[config.mk]
export PLATFORM = sky130hd
export DESIGN_NAME = st_less_than_array
export DESIGN_NICKNAME = d
export VERILOG_FILES = /design/src/rtl/st_less_than_array.sv
export SDC_FILE = /design/constraint.sdc
export NUM_CORES = 1
export LEC_CHECK = 0
export ABC_AREA = 1
export CAP_MARGIN = 30
export CORE_MARGIN = 10
export CORE_UTILIZATION = 57
export CTS_CLUSTER_DIAMETER = 120
export DETAILED_ROUTE_END_ITERATION = 7
export PLACE_DENSITY_LB_ADDON = 0.05
export SKIP_LAST_GASP = 1
export SYNTH_ARGS = -nofsm -noshare
export SYNTH_HDL_FRONTEND = slang
export SYNTH_SLANG_ARGS = --single-unit
[constraint.sdc]
create_clock -name aclk -period 2.3 [get_ports aclk]
set_input_delay 0.69 -clock aclk [delete_from_list [all_inputs] [get_ports aclk]]
set_output_delay 0.69 -clock aclk [all_outputs]
set_load 0.1 [all_outputs]
[src/rtl/st_less_than_array.sv]
// Multi-channel gamma-cycle temporal less-than (inhibit) array with per-cycle fire count.
// Optional macro LT_LEQ_EN: a tie between a and b fires the channel (less-than-or-equal).
module st_less_than_array #(
  parameter int NUM_CH            = 4,
  parameter int GAMMA_CYCLE_WIDTH = 16,
  parameter int PULSE_WIDTH       = 8
) (
  input  logic                          aclk,
  input  logic                          grst,
  input  logic                          set,
  input  logic [NUM_CH-1:0]             a,
  input  logic [NUM_CH-1:0]             b,
  output logic [NUM_CH-1:0]             q,
  output logic                          gamma_start,
  output logic [$clog2(NUM_CH+1)-1:0]   fire_count
);

  localparam int GW  = (GAMMA_CYCLE_WIDTH > 1) ? $clog2(GAMMA_CYCLE_WIDTH) : 1;
  localparam int PCW = $clog2(PULSE_WIDTH) + 1;
  localparam int FW  = $clog2(NUM_CH + 1);

  typedef enum logic [1:0] {
    ST_ARMED     = 2'd0,
    ST_INHIBITED = 2'd1,
    ST_FIRE      = 2'd2,
    ST_SPENT     = 2'd3
  } ch_state_t;

  logic [GW-1:0]     gcnt_q, gcnt_d;
  logic              gamma_start_q, gamma_start_d;
  logic [FW-1:0]     fire_count_q, fire_count_d;
  logic [NUM_CH-1:0] q_q, q_d;
  ch_state_t         state_q [NUM_CH];
  ch_state_t         state_d [NUM_CH];
  logic [PCW-1:0]    pcnt_q  [NUM_CH];
  logic [PCW-1:0]    pcnt_d  [NUM_CH];

  logic              boundary_s;
  logic [FW-1:0]     fired_cnt_s;

  // Next-state logic: gamma counter, per-channel comparator FSMs and closing fire count.
  always_comb begin
    gcnt_d        = gcnt_q;
    gamma_start_d = gamma_start_q;
    fire_count_d  = fire_count_q;
    q_d           = q_q;
    state_d       = state_q;
    pcnt_d        = pcnt_q;

    boundary_s  = set || (gcnt_q == GW'(GAMMA_CYCLE_WIDTH - 1));

    // A channel has fired this cycle once it has left ARMED through FIRE (still pulsing or spent).
    fired_cnt_s = {FW{1'b0}};
    for (int i = 0; i < NUM_CH; i++) begin
      fired_cnt_s = fired_cnt_s + FW'((state_q[i] == ST_FIRE) || (state_q[i] == ST_SPENT));
    end

    if (boundary_s) begin
      gcnt_d        = {GW{1'b0}};
      gamma_start_d = 1'b1;
      fire_count_d  = fired_cnt_s;
      q_d           = {NUM_CH{1'b0}};
      for (int i = 0; i < NUM_CH; i++) begin
        state_d[i] = ST_ARMED;
        pcnt_d[i]  = {PCW{1'b0}};
      end
    end else begin
      gcnt_d        = gcnt_q + GW'(1);
      gamma_start_d = 1'b0;
      fire_count_d  = fire_count_q;
      for (int i = 0; i < NUM_CH; i++) begin
        case (state_q[i])
          ST_ARMED: begin
`ifdef LT_LEQ_EN
            if (a[i]) begin
              state_d[i] = ST_FIRE;
              pcnt_d[i]  = PCW'(1);
              q_d[i]     = 1'b1;
            end else if (b[i]) begin
              state_d[i] = ST_INHIBITED;
              q_d[i]     = 1'b0;
            end else begin
              state_d[i] = ST_ARMED;
              q_d[i]     = 1'b0;
            end
`else
            if (b[i]) begin
              state_d[i] = ST_INHIBITED;
              q_d[i]     = 1'b0;
            end else if (a[i]) begin
              state_d[i] = ST_FIRE;
              pcnt_d[i]  = PCW'(1);
              q_d[i]     = 1'b1;
            end else begin
              state_d[i] = ST_ARMED;
              q_d[i]     = 1'b0;
            end
`endif
          end
          ST_FIRE: begin
            if (pcnt_q[i] == PCW'(PULSE_WIDTH)) begin
              state_d[i] = ST_SPENT;
              q_d[i]     = 1'b0;
            end else begin
              pcnt_d[i]  = pcnt_q[i] + PCW'(1);
              q_d[i]     = 1'b1;
            end
          end
          ST_INHIBITED, ST_SPENT: begin
            q_d[i] = 1'b0;
          end
          default: begin
            state_d[i] = ST_ARMED;
            pcnt_d[i]  = {PCW{1'b0}};
            q_d[i]     = 1'b0;
          end
        endcase
      end
    end
  end

  // State and output registers; reset lands in slot 0 with every channel armed.
  always_ff @(posedge aclk or posedge grst) begin
    if (grst) begin
      gcnt_q        <= {GW{1'b0}};
      gamma_start_q <= 1'b1;
      fire_count_q  <= {FW{1'b0}};
      q_q           <= {NUM_CH{1'b0}};
      for (int i = 0; i < NUM_CH; i++) begin
        state_q[i] <= ST_ARMED;
        pcnt_q[i]  <= {PCW{1'b0}};
      end
    end else begin
      gcnt_q        <= gcnt_d;
      gamma_start_q <= gamma_start_d;
      fire_count_q  <= fire_count_d;
      q_q           <= q_d;
      for (int i = 0; i < NUM_CH; i++) begin
        state_q[i] <= state_d[i];
        pcnt_q[i]  <= pcnt_d[i];
      end
    end
  end

  assign q           = q_q;
  assign gamma_start = gamma_start_q;
  assign fire_count  = fire_count_q;

endmodule

## Word-level counts from Yosys, hierarchy flattened

Index checks and enable logic that the tools add are counted.

- Register bits: 36
- Input bits: 11
- Output and inout port bits: 8
- Word-level logic and storage cells: 131

- Reduce and logical (&&, ||, !) cells: 25
- Equality and inequality tests: 33
- Add/sub/neg operators: 8
- Muxes and demuxes: 53

Operators by type and width:

| operator | number |
|---|---|
| 2-to-1 mux 4 bit | 14 |
| != test 3 bit, second input constant | 12 |
| case mux 4 bit (2 select lines) | 4 |
| 2-to-1 mux 2 bit | 12 |
| adder 4 x 1 -> 4 bit, second input constant | 5 |
| equality test 4 bit, second input constant | 5 |
| equality test 2 bit, second input constant | 8 |
| 2-to-1 mux 16 bit | 1 |
| case mux 2 bit (2 select lines) | 4 |
| AND reduction 4 bit | 4 |
| 2-to-1 mux 1 bit | 13 |
| != test 3 x 2 -> 1 bit, second input constant | 4 |
| case mux 1 bit (3 select lines) | 4 |
| nonzero test 3 bit | 4 |
| equality test 2 x 1 -> 1 bit, second input constant | 4 |
| logical NOT 2 bit | 4 |
| 2-to-1 mux 8 bit | 1 |
| AND reduction 2 bit | 4 |
| OR reduction 2 bit | 4 |
| logical OR 1 bit | 5 |
| adder 2 x 1 -> 3 bit | 1 |
| adder 3 x 1 -> 3 bit | 1 |
| adder 1 x 1 -> 2 bit | 1 |

## Depth between registers and ports, before layout

- Word-level depth: 5
- Depth in mapped cells: 8

## Worst setup path before layout

Ideal clock, no wire load.

- Path type: flip-flop to flip-flop
- Start: register state_q[7] (netlist name)
- End: register fire_count_q[1], in the netlist fire_count[1]
- Cell stages (with the launch flop): 7
- Period minus slack after synthesis: 1636 ps
- Data required time: 2178 ps
- Buffers on the path: 1
- Arrival: 1514 ps
- Setup time: 122 ps
- Path slack: 664 ps
- Cell sequence: dfrtp_1 clkbuf_1 fa_1 ha_1 ha_1 nand2_1 nand2_1

- Word-level cells in the longest chain between the ends: 5
- Elaborated cells on any way between the ends: 6
- Classes of those cells: add/sub (3); eq/ne (2); reduce/logical (1)

Ends and longest elaborated chain:

| what | RTL line | RTL |
|---|---|---|
| from (decl) | 33 | `ch_state_t state_q [NUM_CH];` |
| from (signal, indexed assignment) | 139 | `state_q[i] <= state_d[i];` |
| equality test 2 bit | 55 | `fired_cnt_s = fired_cnt_s + FW'((state_q[i] == ST_FIRE) \|\| (state_q[i] == ST_SPENT));` |
| logical OR 1 bit * | 55 |  |
| adder 1 x 1 -> 2 bit * | 55 |  |
| adder 2 x 1 -> 3 bit * | 55 |  |
| adder 3 x 1 -> 3 bit * | 55 |  |
| named net fired_cnt_s[1] | 39 | `logic [FW-1:0] fired_cnt_s;` |
| to (signal assigned) | 127 | `fire_count_q <= {FW{1'b0}};` |
| to (signal assigned) | 136 | `fire_count_q <= fire_count_d;` |
| to (decl) | 31 | `logic [FW-1:0] fire_count_q, fire_count_d;` |

Mark *: on every way through the listed nets, which the timed path passes. The rest lies on a longest branch.
A chain may end at the register's enable or synchronous reset.

## Worst setup path after layout

- Start: input set
- End: register pcnt_q[8] (netlist name)

- Word-level cells in the longest chain between the ends: 3
- Elaborated cells on any way between the ends: 7
- Classes of those cells: eq/ne (3); mux (1); reduce/logical (3)

Ends and longest elaborated chain:

| what | RTL line | RTL |
|---|---|---|
| from (decl) | 10 | `input logic set,` |
| logical OR 1 bit * | 50 | `boundary_s = set \|\| (gcnt_q == GW'(GAMMA_CYCLE_WIDTH - 1));` |
| != test 3 bit (no line) / nonzero test 3 bit (equally long branches) | -- |  |
| AND reduction 4 bit (no line) | -- |  |
| to (signal, indexed assignment) | 131 | `pcnt_q[i] <= {PCW{1'b0}};` |
| to (signal, indexed assignment) | 140 | `pcnt_q[i] <= pcnt_d[i];` |
| to (decl) | 35 | `logic [PCW-1:0] pcnt_q [NUM_CH];` |

Mark *: on every way between the ends. The rest lies on a longest branch, timed or not.

==> run_results.csv <==
group,metric,value,unit
power,power.density_cell_area,677,nW/um^2
grt,grt_overflow,0,
power,finalPower,1630,uW
worst_setup_path,r2r.worst_path.cells,5,
worst_setup_path,timing.setup.critical_path_class,"input pin to flip-flop",
timing,setup_slack,0.536,ns
logic_synthesis,synth_top_cells_by_area,"sky130_fd_sc_hd__dfrtp_1, sky130_fd_sc_hd__nand2_1, sky130_fd_sc_hd__ha_1",
detailed_routing,drt_iter0_drc,124,
detailed_routing,routed.top_layer,"met4",
worst_setup_path,path_common_cell,"sky130_fd_sc_hd__nand2_1",
worst_setup_path,worst_ep_required_time,2.47,ns
grt,first_global_vias,1616,
logic_synthesis,synthDistinctLibCells,31,
logic_synthesis,post-synth-top-area-cell,"sky130_fd_sc_hd__dfrtp_1",
floorplan,initial_core_util,60.9,%
clocking,cts_sinks,36,
logic_synthesis,synth_top_cell_area_share,41.8,%
placement,gp_congestion,0.851,
worst_setup_path,reg2reg_setup_slack,0.65,ns
detailed_routing,route.layer.met1.wl,1.88,mm
layout,design_area,2410,sq um
clocking,cts_inserted_buffers,5,
worst_setup_path,crit_path_max_fanout,25,
grt,number_of_antenna_violations_at_the_first_check_in_global_routing,0,
placement,port-buffer-count,18,
clocking,worst_setup_hold_path_clk_slew,0.07,ns
placement,post-place-ws,0.237,ns
logic_synthesis,synth_top_family_by_area,"simple AND/OR/NAND/NOR gates",
detailed_routing,route.detailed.drc,0,
timing,report.final.slew_viol_count,0,
worst_hold_path,hold_end,"gcnt_q[0]$_DFF_PP0_",
power,power.leakage,0.00125,uW
power,vdd.ir_drop.worst,586,uV
logic_synthesis,synthesis.nets,282,
logic_synthesis,share_of_synthesized_cell_area_in_and_or_nand_and_nor_gates,33.0,%
detailed_routing,route.vias.total,1691,
clocking,clock_path_buffers,2,
worst_setup_path,critical_path.cell_chain,"clkdlybuf4s50_1 -> inv_2 -> nand2_8 -> inv_6 -> nand2_4 -> nand3_2 -> nand2_1 -> nand2_1",
logic_synthesis,synth_xor_area_share,1.67,%
layout,nets,301,
clocking,postCtsResizedCells,0,
worst_hold_path,holdCritStartpoint,"gcnt_q[0]$_DFF_PP0_",
timing,max_clock_freq,567,MHz
worst_setup_path,critical_path.reg2reg.startpoint,"state_q[7]$_DFFE_PP0P_",
grt,globalRouteTotalUtil,13.6,%
logic_synthesis,yosysWarningCount,0,
status,run_status,"complete, no violations",
timing,relSlewSlack,70.7,%
worst_hold_path,min_delay_path_depth,1,
clocking,post_cts_buffers,0,
logic_synthesis,synth-adder-area-share,7.52,%
worst_setup_path,critical_path_start_type,"input pin",
logic_synthesis,post_synth_instance_area,2100,sq um
timing,setup-violations-final,0,
clocking,htree_num_levels,2,
logic_synthesis,synth_compound_gate_area_share,5.37,%
grt,grt_pass1_wl,7.13,mm
detailed_routing,drtPass1Iterations,4,
worst_setup_path,r2r_end,"fire_count[1]$_DFFE_PP0P_",
layout,num_antenna_cells,0,
floorplan,die_w,80.6,um
floorplan,die-area,6500,sq um
layout,utilization,70.2,%
detailed_routing,wl_met3,205,um
floorplan,number_of_top_level_pins,19,
layout,final_layout_size_suffix_gt1_share,12.9,%
layout,fillers,289,
clocking,holdBufCountCts,0,
timing,timing.final.hold_violations,0,
timing,fin_tns_setup,0,ns
layout,area_growth_syn_to_layout,15.2,%
placement,placed_area,2290,sq um
clocking,clk_root_buffer_cell,"sky130_fd_sc_hd__clkbuf_8",
timing,max_slew.worst_pin.slew,0.440,ns
logic_synthesis,seq_total_area_yosys,43.0,%
worst_setup_path,critical-path-slowest-cell,"sky130_fd_sc_hd__clkdlybuf4s50_1",
worst_setup_path,cp_data_arrival_time,1.94,ns
timing,timing.final.crit_period,1.76,ns
timing,unrepaired_setup_endpoints_after_global_routing,"false",
worst_hold_path,hp_class,"flip-flop to flip-flop",
timing,worst_clock_skew,0.00692,ns
logic_synthesis,synth.area.mux_share,0,%
detailed_routing,drt-total-wl,4.03,mm
logic_synthesis,synth_area_per_cell,8.09,sq um
worst_setup_path,slowest_delay,0.47,ns
detailed_routing,viasPerCell,5.20,
grt,maximum_number_of_pins_on_one_net_before_global_route_repair,37,
floorplan,std_cell_rows,21,
clocking,tritoncts,"yes",
run,max-cap-violations,0,
logic_synthesis,syn-instance-count,259,
logic_synthesis,postSynthRegisterBits,36,
worst_setup_path,crit_path_end_kind,"flip-flop",
detailed_routing,routedWlPerCell,12.4,um
clocking,worst_skew_pair.late_latency,0.28,ns
detailed_routing,drt.antenna.violating_nets,0,
placement,hpwl,2.89,mm
floorplan,dieHeight,80.6,um
detailed_routing,met2_wirelength,1.92,mm
timing,layout_worst_path_cycle_share,76.7,%
floorplan,core,3440,sq um
## cells in the mapped netlist (all sizes together)
cell     n
o22ai    1
nand2   72
a21oi    6
nor2    29
nand4   17
o211ai   3
fa       1
buf      3
o21bai   1
o21ai    8
xor2     4
inv     39
nand3b   1
nand3   22
dfrtp   35
dfstp    1
clkbuf   4
a31oi    1
ha      11
## layout by cell type (no fill, tap or decap), types with 2 or more instances in the layout
cell	instances
sky130_fd_sc_hd__a21oi_1	6
sky130_fd_sc_hd__buf_4	8
sky130_fd_sc_hd__clkbuf_8	7
sky130_fd_sc_hd__clkdlybuf4s50_1	10
sky130_fd_sc_hd__dfrtp_1	35
sky130_fd_sc_hd__ha_1	11
sky130_fd_sc_hd__inv_1	36
sky130_fd_sc_hd__inv_2	2
sky130_fd_sc_hd__nand2_1	66
sky130_fd_sc_hd__nand2_2	3
sky130_fd_sc_hd__nand2_4	2
sky130_fd_sc_hd__nand3_1	19
sky130_fd_sc_hd__nand3_2	2
sky130_fd_sc_hd__nand4_1	15
sky130_fd_sc_hd__nand4_2	2
sky130_fd_sc_hd__nor2_1	25
sky130_fd_sc_hd__nor2_2	3
sky130_fd_sc_hd__o211ai_1	3
sky130_fd_sc_hd__o21ai_0	7
sky130_fd_sc_hd__xor2_1	4
## how the worst max path moves through the flow
| stage | from | to | depth (start not counted) |
|---|---|---|---|
| after floorplan | state_q[7]$_DFFE_PP0P_ | fire_count[1]$_DFFE_PP0P_ | 6 |
| final | set | pcnt_q[8]$_DFFE_PP0P_ | 8 |
| after detailed placement | set | pcnt_q[1]$_DFFE_PP0P_ | 8 |
| after global routing | set | pcnt_q[2]$_DFFE_PP0P_ | 8 |
| after global placement | set | pcnt_q[6]$_DFFE_PP0P_ | 6 |
| after CTS | set | pcnt_q[1]$_DFFE_PP0P_ | 8 |
## routing by layer
metal	track usage [%]	vias to the layer above
met5	0	-
met4	5.99	0
met3	2.78	4
met2	21.7	47
met1	17.2	773
li1	-	867
## sequential cells by signal, indices dropped and copies added, names as in the netlist
name / flops
pcnt_q: 16
fire_count: 3
gamma_start: 1
state_q: 8
gcnt_q: 4
q: 4
## power by group
group	total, uW	switching [uW]	internal [uW]
Sequential	717	41.9	675
Clock	601	219	382
Combinational	316	224	91.5
Total	1630	485	1150
## layout make-up
cell class	instances	area, sq um	area share (%)
clock buffer	7	96.3	3.99
clock inverter	1	30.0	1.24
inverter	39	151	6.27
multi-input combinational	177	997	41.3
sequential	36	902	37.4
tap	46	57.6	2.38
timing repair buffer	19	180	7.46
## worst max-delay path, delay by kind of cell
| family | cells | cell delay, ns |
|---|---|---|
| simple gates | 5 | 0.55 |
| buf+inv | 3 | 0.68 |
## logic make-up (layout without fill, tap and decap cells)
logic type	count (synthesis)	in the layout
simple gates	141	141
buf+inv	46	66
fa+ha+maj	12	12
xor+xnor	4	4
compound gates	20	20
flops	36	36
## through the flow
| step | hold slack, ns | cells |
|---|---|---|
| final | 0.468 | 325 |
| after global routing | 0.483 | 325 |
| after CTS | 0.474 | 325 |
| after detailed placement | 0.464 | 317 |
| after global placement | 0.460 | 317 |
| after floorplan | 0.430 | 259 |
Power figures use the tool's default switching activity.
==> edit, RTL diff (same flow settings) <==
The parameter `PULSE_WIDTH` goes from 8 to 16.
--- a/src/rtl/st_less_than_array.sv
+++ b/src/rtl/st_less_than_array.sv
@@ -5,3 +5,3 @@
   parameter int GAMMA_CYCLE_WIDTH = 16,
-  parameter int PULSE_WIDTH       = 8
+  parameter int PULSE_WIDTH       = 16
 ) (
Formal check against the unedited RTL: not equivalent (a bounded check fails within 10 cycles, from zero or initial values and one cycle with grst high).
==> edit against the original RTL <==
  * Sequential power grew 8.5%
  * Total power shrank 4.7%
  * Clock power shrank 20%
  * Routed wire length grew 2.4%
  * Area after synthesis grew 6.6%
  * First-iteration DRC count shrank 31%
  * Synthesized cell count grew 0.77%
  * Final area grew 4.9%
  * Sequential cell count grew 4
  * Core utilization shrank 2.0 points
  * Count of clock-buffer cells in the layout shrank 1
  * Clock skew grew 0.00066 ns
  * Worst setup slack gained 0.048 ns
  * Combinational power shrank 5%
==> edit: results (changes against the original RTL) <==
[worst_setup_path]
crit_path_max_incr_delay_ns = 0.56  ; +0.09 ns
cp_max_fo = 1  ; -96%
critPathSlowestCell = dfstp_2
crit_family = flip-flops

[logic_synthesis]
yosys-top-cells-count = nand2_1 (58), dfrtp_1 (39), inv_1 (31)
yosysWarningCount = 0  ; unchanged
synth_area_leaders = dfrtp_1 (44%), nand2_1 (9.7%), ha_1 (6.2%)
syn_area_per_cell_um2 = 8.56  ; +5.8%
synthesis.nets = 284  ; +0.71%
seq_area_frac_synth = 0.449  ; +0.0183
ys_types = 29  ; -6.5%

[placement]
gp_congestion = 0.789  ; -7.3%
dp_cells = 321  ; +1.3%
place_hpwl_um = 3000  ; +4.0%
place_area_um2 = 2440  ; +6.7%
preCtsSetupSlack_ns = 0.289  ; +0.0520 ns

[detailed_routing]
wl_met1_um = 1840  ; -2.1%
wl_um = 4130  ; +2.4%
dr_wl_met3_um = 180  ; -12%
vias_per_cell = 5.13  ; -1.3%
first_pass_iters = 4  ; unchanged
drt-initial-drc-count = 85  ; -31%
route.vias.total = 1689  ; -0.12%

[outcome]
outcome = finished, final reports clean

[global_routing]
grt_pass1_wl_um = 7180  ; +0.59%
grt_max_degree = 41  ; +11%

[layout]
fin_nets = 303  ; +0.66%
drive_gt1_frac = 0.139  ; +0.00976
largestRegisters = pcnt_q: 20 flops, state_q: 8 flops

[power]
p_leak_nw = 1.22  ; -2.5%

[clocking]
cts_buffer_depth = 2  ; unchanged
cts_max_level = 2  ; unchanged

[timing]
slew_headroom = 0.785  ; +0.0785

[edit: changes by cell type after synthesis, moves of 3 or more]
| cell | delta |
|---|---|
| nor3_1 | +3 |
| nor2_1 | -9 |
| o21ai_0 | +4 |
| nand2_2 | +4 |
| nand4_1 | -10 |
| o21ai_1 | +11 |
| xor2_1 | +7 |
| inv_1 | -5 |
| nand2_1 | -8 |
| nand3_1 | +4 |
| dfrtp_1 | +4 |
[edit: path summary, 6_finish.rpt]
kind | to | from | slack, ns | cells after the start
setup / recovery | gamma_start | gamma_start | 0.58 | 1
hold reg to reg | gcnt_q[0] | gcnt_q[0] | 0.46 | 1
min in group asynchronous | pcnt_q[4] | grst | 0.76 | 3
hold / removal | gcnt_q[0] | gcnt_q[0] | 0.46 | 1
max in group asynchronous | gamma_start | grst | 1.28 | 3
setup reg to reg | fire_count[1] | state_q[7] | 0.69 | 5
[edit: kinds of logic after synthesis]
family                     Yosys count  share of synthesized area
AOI/OAI and AO/OA                   33                     0.0784
buffers and inverters               40                     0.0779
adders and majority gates           12                     0.0706
DFF                                 40                      0.449
and+or+nand+nor                    125                      0.281
xor gates and xnor gates            11                     0.0431
[edit: area by class of cell]
class / instances / area [um2]
clock inverter: 2 / 10.0
inverter: 33 / 129
timing repair buffer: 19 / 193
sequential: 40 / 1000
tap: 48 / 60.1
multi-input combinational: 181 / 1060
fill: 321 / 1180
clock buffer: 6 / 82.6
[edit: power breakdown]
| group | switching (mW) | leakage (nW) | internal [mW] |
|---|---|---|---|
| clock | 0.239 | 0.0510 | 0.239 |
| sequential | 0.0347 | 0.533 | 0.743 |
| combinational | 0.211 | 0.637 | 0.0893 |
| total | 0.485 | 1.22 | 1.07 |
[edit: layer usage]
layer,vias up,track usage
met5,-,0
met4,0,0.0652
met3,5,0.0400
met2,20,0.233
met1,791,0.149
li1,873,-
